## src/rtl/id_hazard_ctrl.sv

```systemverilog
// Decode-stage hazard sequencer: load-use / branch-operand stalls, branch and jump redirects, D-cache freeze.
// Optional HAZARD_PERF_EN adds stall-cycle and flush performance counters.
module id_hazard_ctrl #(
  parameter int CNT_W  = 2,
  parameter int PERF_W = 32
) (
  input  logic              clk_i,
  input  logic              rst_i,
  input  logic [31:0]       instr_i,
  input  logic              id_valid_i,
  input  logic              ex_memread_i,
  input  logic              ex_regwrite_i,
  input  logic [4:0]        ex_rd_i,
  input  logic              branch_taken_i,
  input  logic              dcache_stall_i,
  output logic              pc_write_o,
  output logic              ifid_write_o,
  output logic              ifid_flush_o,
  output logic              idex_bubble_o,
  output logic              pc_redirect_o,
  output logic [1:0]        imm_sel_o
`ifdef HAZARD_PERF_EN
  ,
  output logic [PERF_W-1:0] stall_cycles_o,
  output logic [PERF_W-1:0] flush_count_o
`endif
);

  localparam logic [6:0] OP_LOAD   = 7'b0000011;
  localparam logic [6:0] OP_IMM    = 7'b0010011;
  localparam logic [6:0] OP_STORE  = 7'b0100011;
  localparam logic [6:0] OP_REG    = 7'b0110011;
  localparam logic [6:0] OP_BRANCH = 7'b1100011;
  localparam logic [6:0] OP_JALR   = 7'b1100111;
  localparam logic [6:0] OP_JAL    = 7'b1101111;

  typedef enum logic [1:0] {RUN, STALL, MEM_WAIT} state_t;

  // Whole sequencer state in one struct so checkers can bind to a single signal.
  typedef struct packed {
    state_t           state;
    state_t           saved;
    logic [CNT_W-1:0] cnt;
  } ctrl_t;

  ctrl_t ctrl_q, ctrl_d;

  logic [6:0] opcode;
  logic [4:0] rs1, rs2;
  logic       is_branch, use_rs1, use_rs2, match, redirect_cond;
  logic [1:0] need;
  state_t     eff_state;
  logic       unused_instr_bits;

  assign opcode = instr_i[6:0];
  assign rs1    = instr_i[19:15];
  assign rs2    = instr_i[24:20];
  assign unused_instr_bits = ^{instr_i[31:25], instr_i[14:7]};

  always_comb begin
    unique case (opcode)
      OP_STORE:  imm_sel_o = 2'd1;
      OP_BRANCH: imm_sel_o = 2'd2;
      OP_JAL:    imm_sel_o = 2'd3;
      default:   imm_sel_o = 2'd0;
    endcase
  end

  assign is_branch = (opcode == OP_BRANCH);
  assign use_rs1 = (opcode == OP_REG) || (opcode == OP_IMM) || (opcode == OP_LOAD) ||
                   (opcode == OP_STORE) || (opcode == OP_BRANCH) || (opcode == OP_JALR);
  assign use_rs2 = (opcode == OP_REG) || (opcode == OP_STORE) || (opcode == OP_BRANCH);
  assign match = (ex_rd_i != 5'd0) &&
                 ((use_rs1 && (ex_rd_i == rs1)) || (use_rs2 && (ex_rd_i == rs2)));
  assign redirect_cond = id_valid_i &&
                         ((is_branch && branch_taken_i) || (opcode == OP_JAL) || (opcode == OP_JALR));

  // Branches resolve in ID, so a load feeding one needs two bubbles and an ALU result one.
  always_comb begin
    need = 2'd0;
    if (ex_memread_i && match)
      need = is_branch ? 2'd2 : 2'd1;
    else if (ex_regwrite_i && match && is_branch)
      need = 2'd1;
  end

  // A miss freezes the sequencer; once the miss clears, the saved state acts in that same cycle.
  assign eff_state = (ctrl_q.state == MEM_WAIT) ? ctrl_q.saved : ctrl_q.state;

  always_comb begin
    ctrl_d        = ctrl_q;
    pc_write_o    = 1'b1;
    ifid_write_o  = 1'b1;
    ifid_flush_o  = 1'b0;
    idex_bubble_o = 1'b0;
    pc_redirect_o = 1'b0;
    if (dcache_stall_i) begin
      pc_write_o   = 1'b0;
      ifid_write_o = 1'b0;
      ctrl_d.state = MEM_WAIT;
      ctrl_d.saved = eff_state;
    end else begin
      ctrl_d.state = eff_state;
      unique case (eff_state)
        STALL: begin
          pc_write_o    = 1'b0;
          ifid_write_o  = 1'b0;
          idex_bubble_o = 1'b1;
          ctrl_d.cnt    = ctrl_q.cnt - CNT_W'(1);
          if (ctrl_q.cnt == CNT_W'(1))
            ctrl_d.state = RUN;
        end
        default: begin
          if (id_valid_i && (need != 2'd0)) begin
            pc_write_o    = 1'b0;
            ifid_write_o  = 1'b0;
            idex_bubble_o = 1'b1;
            if (need == 2'd2) begin
              ctrl_d.state = STALL;
              ctrl_d.cnt   = CNT_W'(1);
            end
          end else if (redirect_cond) begin
            pc_redirect_o = 1'b1;
            ifid_flush_o  = 1'b1;
          end
        end
      endcase
    end
  end

  always_ff @(posedge clk_i or posedge rst_i) begin
    if (rst_i)
      ctrl_q <= '{state: RUN, saved: RUN, cnt: '0};
    else
      ctrl_q <= ctrl_d;
  end

`ifdef HAZARD_PERF_EN
  always_ff @(posedge clk_i or posedge rst_i) begin
    if (rst_i) begin
      stall_cycles_o <= '0;
      flush_count_o  <= '0;
    end else begin
      stall_cycles_o <= stall_cycles_o + PERF_W'(idex_bubble_o);
      flush_count_o  <= flush_count_o + PERF_W'(ifid_flush_o);
    end
  end
`endif

endmodule
```

## config.mk

```make
export PLATFORM = sky130hd
export DESIGN_NAME = id_hazard_ctrl
export DESIGN_NICKNAME = d
export VERILOG_FILES = /design/src/rtl/id_hazard_ctrl.sv
export SDC_FILE = /design/constraint.sdc
export NUM_CORES = 1
export LEC_CHECK = 0
export ABC_AREA = 0
export BUFFER_PORTS_ARGS = -buffer_cell sky130_fd_sc_hd__buf_2
export CAP_MARGIN = 20
export CORE_MARGIN = 4
export CORE_UTILIZATION = 40
export CTS_CLUSTER_DIAMETER = 50
export DETAILED_ROUTE_END_ITERATION = 8
export GPL_ROUTABILITY_DRIVEN = 0
export PLACE_DENSITY = 0.83
export SYNTH_ARGS = -nofsm -noshare
export SYNTH_HDL_FRONTEND = slang
export SYNTH_SLANG_ARGS = --single-unit
```

## constraint.sdc

```tcl
create_clock -name clk_i -period 2.8 [get_ports clk_i]
set_input_delay 0.14 -clock clk_i [delete_from_list [all_inputs] [get_ports clk_i]]
set_output_delay 0.14 -clock clk_i [all_outputs]
set_load 0.005 [all_outputs]
```

==> summary.txt <==
Layout
  • Share of layout cells above drive strength 1: 0.389
  • Final core utilization: 0.599
  • Synth-to-Final Area Change: 34.6%
  • Max reg flops: 6
  • Nets@finish: 155
  • Antenna diodes: 0
  • Biggest regs: ctrl_q: 6 flops
  • Largest Register: ctrl_q

Drt
  • # DRC: 0
  • Total number of vias: 665
  • Initial DRT Pass Iterations: 4
  • Iteration-0 DRC Markers: 11
  • DRT Wirelength: 1490 um
  • DRT antenna net count: 0
  • Vias per cell: 5.41
  • WL/cell: 12.1 um

Synth
  • Post-synthesis sequential area ratio: 0.250
  • Netlist cell types: 30
  • Avg Inst Size Synth: 8.34 sq um
  • Mapped Cells: 72
  • Yosys top cell area share: 0.250
  • Number of flops mapped to enable cells by yosys: 0
  • Post-synthesis sequential element count: 6
  • Largest area contributor in the netlist: dfrtp_1
  • Post-synthesis cell area: 601 sq um
  • YS warnings: 0
  • Net count after synthesis: 117
  • Post-synthesis async set-or-reset flop share: 1.00
  • Commonest cells post-synth: 9 x xor2_1, 7 x a21oi_1, 6 x dfrtp_1
  • Count leader, synth: xor2_1
  • Ys flop type: dfrtp_1
  • Synth top area cells: dfrtp_1 25%, xor2_1 13%, a21oi_1 5.8%

Setup path
  • Critical-path top delay cell: or4_1
  • Kind of critical path: input port to primary output
  • CP max stage delay: 520 ps
  • CP endpoint kind: primary output
  • Worst endpoint required time: 2660 ps
  • Crit-path most repeated cell: buf_2
  • Startpoint Class: input port
  • Worst Path Max Fanout: 3
  • Worst path cell trace: buf_2 -> or4_1 -> o21a_1 -> clkinv_1 -> a211oi_2 -> nor4_1 -> buf_2
  • CP Data Arrival Time: 1650 ps

Power
  • Clock share of power: 0.195
  • Worst VDD drop: 189 uV
  • Net Sw Frac: 0.370
  • P_int: 0.000256 W
  • Comb pwr share: 0.443
  • Lkg Pwr: 0.388 nW
  • Sw Pwr: 0.000151 W
  • P per Cell Area: 503 nW/um^2
  • Sequential power share: 0.362

Placement
  • Post-DP HPWL: 1260 um
  • Worst slack at placement: 1020 ps
  • IO Port Bufs: 35

Global route
  • Total GRT Usage: 0.154
  • Vias in the first global route: 635
  • Largest net degree at the start of global routing: 12
  • Global-route wire length before repair: 2350 um
  • Total gr overflow: 0
  • Initial antenna violation count: 0

Clock tree
  • Total number of clock tree sinks: 6
  • CTS Buf Count: 3
  • Worst-skew pair later-pin latency: 250 ps
  • Root buffer cell: clkbuf_4
  • CTS tree: yes
  • Longest Clk Path Bufs: 2
  • Post-CTS Hold Buffers: 1
  • Post-CTS sizing: 0
  • Clock Pin Slew Worst Setup and Hold Paths: 40 ps
  • # H-tree levels: 1
  • Post-CTS Setup Bufs: 0

Run status
  • Outcome: completed

Timing
  • Unrepaired setup endpoints after global routing: no
  • Worst slew pin tran: 382 ps
  • Worst setup margin: 1010 ps
  • Final setup violation count: 0
  • Minimum clock period: 1790 ps
  • Final period utilization: 0.638
  • Hold WS: 214 ps
  • Max transition margin: 0.743
  • TNS Setup: 0 ps
  • Final hold violation count: 0
  • Highest clock rate: 560 MHz
  • Fin. max-slew vios: 0
  • Clk_skew: 1.05 ps

Die
  • Die Wd: 46.8 um
  • Row cnt: 13
  • DIE AREA: 2190 sq um
  • Die height: 46.8 um
  • Core area: 1350 sq um
  • Starting Density: 0.445
  • I/O Pins: 51

Hold path
  • Worst min path class: input port to register

Job
  • Maxcap violations: 0
## power groups by stage
stage	logic (W)	registers (W)	clock network [W]
final	0.000180	0.000147	0.0000792
after detailed placement	0.000177	0.000147	0
after global routing	0.000205	0.000150	0.0000914
after CTS	0.000180	0.000147	0.0000844
after floorplan	0.000123	0.000143	0
after global placement	0.000172	0.000147	0
## layer usage
layer	vias to the layer above	GRT usage	wire (um)
li1	334	-	-
met1	292	0.172	622
met2	35	0.253	661
met3	4	0.0421	188
met4	0	0.110	21
met5	-	0	0
## critical path: cells and delay by family
family / cells / cell delay (ps)
compound gates: 2 / 260
buf+inv: 3 / 370
simple gates: 2 / 880
## logic make-up (layout without fill, tap and decap cells)
family | Yosys count | after routing | synth area share
buffers and inverters | 9 | 45 | 0.0687
DFF | 6 | 6 | 0.250
muxes | 1 | 1 | 0.0167
and+or+nand+nor | 24 | 24 | 0.225
xor gates and xnor gates | 11 | 11 | 0.160
AOI/OAI and AO/OA | 20 | 20 | 0.258
adders and majority gates | 1 | 1 | 0.0208
## metrics by stage
| stage | instances | power, W | instance area [sq um] |
|---|---|---|---|
| detailed placement | 119 | 0.000325 | 776 |
| finish | 123 | 0.000407 | 808 |
| global placement | 119 | 0.000319 | 776 |
| CTS | 123 | 0.000412 | 808 |
| floorplan | 72 | 0.000266 | 601 |
| global route | 123 | 0.000447 | 808 |
## layout make-up
type                            instances  area, sq um
Sequential cell                         6          150
Fill cell                             124          542
Timing Repair Buffer                   36          185
Tap cell                               15         18.8
Multi-Input combinational cell         57          409
Clock buffer                            3         22.5
Inverter                                6         22.5
## final timing paths
check | startpoint | endpoint | slack [ps] | depth (start not counted)
worst max-delay path | ex_rd_i[1] | ifid_flush_o | 1010 | 7
worst min-delay path | dcache_stall_i | ctrl_q[3] | 210 | 2
worst max register to register | ctrl_q[4] | ctrl_q[0] | 1600 | 5
worst min register to register | ctrl_q[3] | ctrl_q[3] | 520 | 2
max in group asynchronous | rst_i | ctrl_q[3] | 2240 | 3
min in group asynchronous | rst_i | ctrl_q[1] | 360 | 3
## layout by cell type (no fill, tap or decap), types with 3 or more instances in the layout
cell type  synthesis  layout
buf_2              0      35
xor2_1             9       9
a21oi_1            7       7
dfrtp_1            6       6
inv_1              5       5
nand3_1            5       5
nor3_1             4       4
nand2_1            3       3
nor4_1             3       3
o21a_1             3       3
clkbuf_4           0       3
No activity file was read; power rests on OpenSTA's default activity.
